[config.mk]
export PLATFORM = sky130hd
export DESIGN_NAME = binary_to_bcd_seq
export DESIGN_NICKNAME = d
export VERILOG_FILES = /design/src/rtl/bcd_pkg.sv /design/src/rtl/bcd_digit_adj.sv /design/src/rtl/binary_to_bcd_seq.sv
export SDC_FILE = /design/constraint.sdc
export NUM_CORES = 1
export LEC_CHECK = 0
export ABC_CLOCK_PERIOD_IN_PS = 3100
export CORE_MARGIN = 5
export CORE_UTILIZATION = 55
export CTS_CLUSTER_DIAMETER = 40
export CTS_CLUSTER_SIZE = 40
export DETAILED_ROUTE_END_ITERATION = 12
export PLACE_DENSITY = 0.82
export SYNTH_ARGS = -nofsm -noshare
export SYNTH_HDL_FRONTEND = slang
export SYNTH_SLANG_ARGS = --single-unit
[constraint.sdc]
create_clock -name clk -period 3.1 [get_ports clk]
set_input_delay 0.62 -clock clk [delete_from_list [all_inputs] [get_ports clk]]
set_output_delay 0.62 -clock clk [all_outputs]
set_load 0.02 [all_outputs]
[src/rtl/bcd_pkg.sv]
// Shared types and constants for the sequential binary-to-BCD converter.
package bcd_pkg;

  typedef enum logic [1:0] {
    IDLE,
    SHIFT,
    DONE
  } state_t;

  localparam logic [3:0] BCD_ADJ    = 4'd3;
  localparam logic [3:0] BCD_THRESH = 4'd5;

  // Decimal digits needed for any bin_w-bit unsigned value: ceil(bin_w * log10(2)).
  function automatic int min_digits(input int bin_w);
    return (bin_w * 30103 + 99999) / 100000;
  endfunction

endpackage

[src/rtl/bcd_digit_adj.sv]
// Double-dabble digit correction: a digit of 5 or more gets +3 before the next shift.
module bcd_digit_adj
  import bcd_pkg::*;
(
  input  logic [3:0] digit,
  output logic [3:0] adjusted
);

  assign adjusted = (digit >= BCD_THRESH) ? (digit + BCD_ADJ) : digit;

endmodule

[src/rtl/binary_to_bcd_seq.sv]
// Iterative shift-and-add-3 binary-to-BCD converter, one input bit per clock.
// Optional BIN2BCD_SIGNED_EN: two's-complement input, magnitude converted, sign on neg.
module binary_to_bcd_seq
  import bcd_pkg::*;
#(
  parameter int BIN_W  = 16,
  parameter int DIGITS = 5
) (
  input  logic                  clk,
  input  logic                  rst,
  input  logic                  in_valid,
  output logic                  in_ready,
  input  logic [BIN_W-1:0]      binary,
  output logic                  out_valid,
  input  logic                  out_ready,
  output logic [4*DIGITS-1:0]   bcd,
  output logic                  overflow,
  output logic                  busy
`ifdef BIN2BCD_SIGNED_EN
  ,
  output logic                  neg
`endif
);

  localparam int CNT_W = $clog2(BIN_W + 1);
  // Only a digit count too small for BIN_W can ever push a one out of the top digit.
  localparam bit NARROW = (DIGITS < min_digits(BIN_W));

  state_t               state;
  logic [BIN_W-1:0]     shreg;
  logic [CNT_W-1:0]     count;
  logic [4*DIGITS-1:0]  adj;
  logic [4*DIGITS-1:0]  acc_next;
  logic [BIN_W-1:0]     capture;

  for (genvar i = 0; i < DIGITS; i++) begin : g_adj
    bcd_digit_adj u_adj (
      .digit    (bcd[4*i +: 4]),
      .adjusted (adj[4*i +: 4])
    );
  end

  assign acc_next = {adj[4*DIGITS-2:0], shreg[BIN_W-1]};

`ifdef BIN2BCD_SIGNED_EN
  logic sign;

  // Negating the most negative value wraps to 2^(BIN_W-1), which is exact as unsigned.
  always_comb begin
    capture = binary;
    if (binary[BIN_W-1]) begin
      capture = ~binary + 1'b1;
    end
  end
`else
  assign capture = binary;
`endif

  // Single FSM: bcd doubles as the accumulator and is frozen once DONE is reached.
  always_ff @(posedge clk) begin
    if (rst) begin
      state     <= IDLE;
      shreg     <= '0;
      count     <= '0;
      bcd       <= '0;
      overflow  <= 1'b0;
      out_valid <= 1'b0;
      busy      <= 1'b0;
      in_ready  <= 1'b1;
`ifdef BIN2BCD_SIGNED_EN
      sign      <= 1'b0;
      neg       <= 1'b0;
`endif
    end else begin
      case (state)
        IDLE: begin
          if (in_valid && in_ready) begin
            shreg    <= capture;
            bcd      <= '0;
            overflow <= 1'b0;
            count    <= CNT_W'(BIN_W);
            busy     <= 1'b1;
            in_ready <= 1'b0;
            state    <= SHIFT;
`ifdef BIN2BCD_SIGNED_EN
            sign     <= binary[BIN_W-1];
`endif
          end
        end

        SHIFT: begin
          bcd   <= acc_next;
          shreg <= shreg << 1;
          count <= count - 1'b1;
          if (NARROW && adj[4*DIGITS-1]) begin
            overflow <= 1'b1;
          end
          if (count == CNT_W'(1)) begin
            out_valid <= 1'b1;
            state     <= DONE;
`ifdef BIN2BCD_SIGNED_EN
            neg       <= sign;
`endif
          end
        end

        DONE: begin
          if (out_ready) begin
            out_valid <= 1'b0;
            busy      <= 1'b0;
            in_ready  <= 1'b1;
            state     <= IDLE;
`ifdef BIN2BCD_SIGNED_EN
            neg       <= 1'b0;
`endif
          end
        end

        default: begin
          state <= IDLE;
        end
      endcase
    end
  end

endmodule
Yosys cells after proc, flatten, opt, wreduce, memory -nomap -nowiden. Cells that the tools add are included.

Reductions and logical operators: 9. $add $sub $neg: 6. Equality and inequality tests: 6. Magnitude comparators: 5. Multiplexer cells: 23.

Operator list (number): $pmux 20 s2 (1); $pmux 16 s2 (1); $ge 4x3->1 const B (5); $mux 20 (1); $add 4x2->4 const B (4); $mux 16 (1); $mux 4 (4); $pmux 5 s2 (1); $reduce_and 3->1 (3); $mux 2 (3); $ne 2x2->1 const B (3); $pmux 1 s2 (3); $pmux 2 s3 (1); $reduce_bool 2->1 (3); $eq 5x1->1 const B (1); $mux 1 (5); $mux 5 (1); $sub 5x1->5 const B (1); $add 3x2->3 const B (1); $mux 3 (1); $eq 2x1->1 const B (1); $eq 2x2->1 const B (1); $logic_not 2->1 (1); $reduce_and 2->1 (1); $logic_and 1x1->1 (1).

Output and inout port bits: 24. Bits of input ports: 20. Flip-flop bits (word level): 46. Logic and storage cells: 56.

Longest topological paths before layout.
Depth in word-level cells: 3. Mapped depth: 5. Mapped depth without buffers: 5.

By module. A second synthesis with hierarchy kept.

Cells, all modules: 236. Area total of the unflattened synthesis: 2245.9 sq um.

Modules (own cells, without submodules): binary_to_bcd_seq (times used 1, cells each 156, area each 1739.2 sq um); bcd_digit_adj (times used 5, cells each 16, area each 101.3 sq um).

Least setup slack after synthesis. No wires, ideal clock.

Kind: in2reg. From: input port rst. To: register bcd[10]. Data arrival time: 1312 ps. Required time: 2970 ps. Stages: 5. Slack: 1658 ps. Path through: clkbuf_1 -> inv_2 -> clkbuf_1 -> o211ai_1 -> o211ai_1.

RTL lines: start: declaration (RTL line binary_to_bcd_seq.sv:10) `input logic rst,`; end signal: assignment (RTL line binary_to_bcd_seq.sv:92) `bcd <= acc_next;`; end: declaration (RTL line binary_to_bcd_seq.sv:16) `output logic [4*DIGITS-1:0] bcd,`.

Final worst setup path.
From: register state[1]. To: register bcd[4].

Word-level cells in the longest chain between the ends: 3. Elaborated cells on any way between the ends: 6.

Ends and longest elaborated chain: start: declaration (RTL line binary_to_bcd_seq.sv:29) `state_t state;`; start signal: assignment (RTL line binary_to_bcd_seq.sv:62) `state <= IDLE;`; start signal: assignment (RTL line binary_to_bcd_seq.sv:84) `state <= SHIFT;`; start signal: assignment (RTL line binary_to_bcd_seq.sv:100) `state <= DONE;`; $eq 2x1->1 or $logic_not 2->1 (tied branches) (RTL line binary_to_bcd_seq.sv:75) `case (state)`; $reduce_bool 2->1 (no line) or $ne 2x2->1 (tied branches); $reduce_and 2->1 (no line).

Several ways; a longest one is shown, not always the timed one. A chain may end at the register's enable or synchronous reset.

==> results by group <==
Timing
  • Final Skew: 0.00606 ns
  • Hold Slack: 0.449 ns
  • Hold Vio Cnt, Final: 0
  • Worst slew pin tran: 0.663 ns
  • Max Fclk: 0.431 GHz
  • Fin crit share: 74.8%
  • Final worst slack: 0.782 ns
  • Slew margin rel.: 55.5%
  • RSZ-0062 raised after global routing: no
  • # setup viols final: 0
  • Tmin final: 2.32 ns
  • Max Slew Vio Count: 0
  • Setup TNS: 0 ns

Critical path
  • Worst-path maximum fanout: 27
  • Reg2reg start: state[1]
  • WP data arrival: 2.57 ns
  • Worst setup endpoint: bcd[4]
  • Worst R2R Path Depth: 3
  • Critical path endpoint category: flop
  • Nature of the critical path startpoint: flop
  • Critical Path Start: state[1]
  • FF-to-FF setup slack: 0.78 ns
  • R2r endpoint: bcd[4]
  • Setup CP Type: flop to flop
  • Crit path required time: 3.35 ns

Cells and area
  • P&R area growth vs syn: 19.4%
  • Layout cells sized above 1: 8.06%
  • # diodes: 0
  • Final net count: 366
  • Layout fillers: 395
  • Design area: 3220 um^2
  • Non-filler instance count after layout: 402

Placed design
  • Port bufs: 42
  • Cells after DPL: 394
  • Gpl congestion: 0.838
  • Placed cell areas: 3110 um^2
  • Setup Slack @ Placement: 0.846 ns
  • Detail Placement HPWL: 4350 um

Detailed routing
  • Detailed-router iteration count before antenna repair: 4
  • Routed WL per cell: 15.5 um
  • Average vias per placed instance: 5.87
  • DRT antenna net count: 0
  • Final wirelength: 6240 um
  • DR iter-0 viols: 237
  • Via count: 2361
  • DRC viols: 0

Global route
  • GRT Total Usage: 20.7%
  • Grt total ovfl: 0
  • Number of global-route vias before repair: 2173
  • Initial antenna violation count: 0
  • Global-route wire length before repair: 10500 um
  • Largest net degree at the start of global routing: 28

Power
  • Total leakage power: 1.09 nW
  • PD cells: 429 nW/um^2
  • Max IR drop VDD: 0.376 mV

Clock tree
  • Post CTS Setup Buffer Count: 0
  • Post-cts sizing count: 0
  • H-tree depth: 2
  • Maximum clock path buffer count: 2
  • Clk sink count: 46
  • CTS Hold Bufs: 0
  • Num CTS Buffers: 5
  • Clk_lat worst skew: 0.31 ns
  • CTS tree: yes
  • CTS root buffer: clkbuf_8
  • Clock slew at reported path FFs: 0.09 ns

Floorplan
  • Cell Rows: 25
  • Initial core utilization: 56.8%
  • Die area: 6410 um^2
  • I/O pins: 44
  • Die span in y: 80.1 um
  • Core area: 4750 um^2
  • Die width: 80.1 um

Run status
  • Outcome: finished, final reports clean

Logic synthesis
  • Syn Std Cell Area: 2700 um^2
  • Post-Synthesis Cells: 303
  • Number of synthesized flops with an enable pin: 0
  • YS warnings: 0
  • Asr flop ratio synth: 0%
  • Sequential area share after synthesis: 34.1%
  • Syn avg cell area: 8.92 um^2
  • Syn Nets: 335
  • Synth Register Bits: 46
  • Main flop type after synthesis: dfxtp_1
  • Yosys cell types: 45

Worst hold path
  • Worst hold path type: flop to flop
  • Hold path depth: 2

Flow run
  • MaxCap Viol Count: 0
metrics by stage:
stage,utilization [%],power (mW)
after CTS,67.8,1.39
after floorplan,-,0.865
after global routing,67.8,1.45
after detailed placement,65.4,0.931
final,67.8,1.38
after global placement,65.4,0.927
registers in the layout (all words and copies together), names as in the netlist:
register   cells
state          2
busy           1
bcd           20
in_ready       1
shreg         16
count          5
out_valid      1
layout make-up:
cell class / count / area, um^2 / share of cell area [%]
Clock buffer: 5 / 68.8 / 2.13
Clock inverter: 3 / 45.0 / 1.40
Inverter: 26 / 97.6 / 3.03
Multi-Input combinational cell: 206 / 1540 / 47.6
Sequential cell: 46 / 921 / 28.6
Tap cell: 67 / 83.8 / 2.60
Timing Repair Buffer: 49 / 473 / 14.7
cells in the mapped netlist, types with 2 or more instances:
master | number | area share [%]
dfxtp_1 | 46 | 34
a21oi_1 | 28 | 5.2
o211ai_1 | 27 | 7.5
inv_1 | 24 | 3.3
o21ai_0 | 16 | 3.0
a311oi_1 | 13 | 4.2
buf_2 | 13 | 2.4
ha_1 | 12 | 5.6
mux2i_1 | 12 | 4.4
nand3_1 | 11 | 2.0
nor2b_1 | 10 | 2.3
and4bb_2 | 7 | 3.2
or3_1 | 7 | 1.6
nand2_1 | 5 | 0.69
nor4b_1 | 5 | 1.6
o21a_1 | 5 | 1.4
o31ai_1 | 5 | 1.4
a32o_1 | 4 | 1.5
buf_4 | 4 | 1.1
clkbuf_1 | 4 | 0.56
nor2_1 | 4 | 0.56
o2111ai_1 | 4 | 1.3
xnor2_1 | 4 | 1.3
a21o_1 | 3 | 0.83
buf_6 | 3 | 1.3
nand4b_1 | 3 | 0.97
nor3_1 | 3 | 0.56
a211oi_1 | 2 | 0.56
and2_1 | 2 | 0.46
nand2b_1 | 2 | 0.46
per-layer routing:
layer	track usage [%]	wire length, um	share of wire [%]
met5	0	0	0
met4	7.26	99	1.6
met3	4.60	322	5.2
met2	34.4	2960	47
met1	26.3	2860	46
kinds of logic after synthesis:
family,synth area share [%]
buffers and inverters,9.08
adders and majority gates,5.56
other,0.139
AOI/OAI and AO/OA,27.9
and+or+nand+nor,17.1
muxes,4.45
xor gates and xnor gates,1.62
DFF,34.1
worst min path at each step:
stage	endpoint	startpoint	slack, ns
floorplan	bcd[0]	shreg[15]	0.43
global placement	bcd[0]	shreg[15]	0.44
detailed placement	bcd[0]	shreg[15]	0.44
CTS	bcd[0]	shreg[15]	0.45
global route	bcd[0]	shreg[15]	0.48
finish	bcd[0]	shreg[15]	0.45
report_power, final:
group	switching (mW)	total, mW	internal [mW]
clock	0.223	0.463	0.240
sequential	0.0357	0.666	0.631
combinational	0.137	0.254	0.117
cell usage in the layout, fill, tap and decap left out, drive strengths merged, types with 2 or more instances in the layout:
master and count:
o21ai 16, a21o 4, a21oi 29, a211oi 2, clkinvlp 2, and2 2, o31ai 5, buf 7
xnor2 4, inv 25, nor4b 6, and4bb 7, a32o 4, nand2 5, a311oi 13, dfxtp 46
ha 12, clkdlybuf4s50 42, nor2b 10, mux2i 12, o2111ai 4, nor2 4, o211ai 27, nor3 3
nand2b 3, or3 7, clkbuf 5, nand4b 3, nand3 11, o21a 5
worst max-delay path, stage by stage (launching register included):
cell	delay, ns
dfxtp_1	0.70
clkinv_1	0.72
a21oi_1	0.65
a32o_1	0.19
No activity file was read; power rests on OpenSTA's default activity.
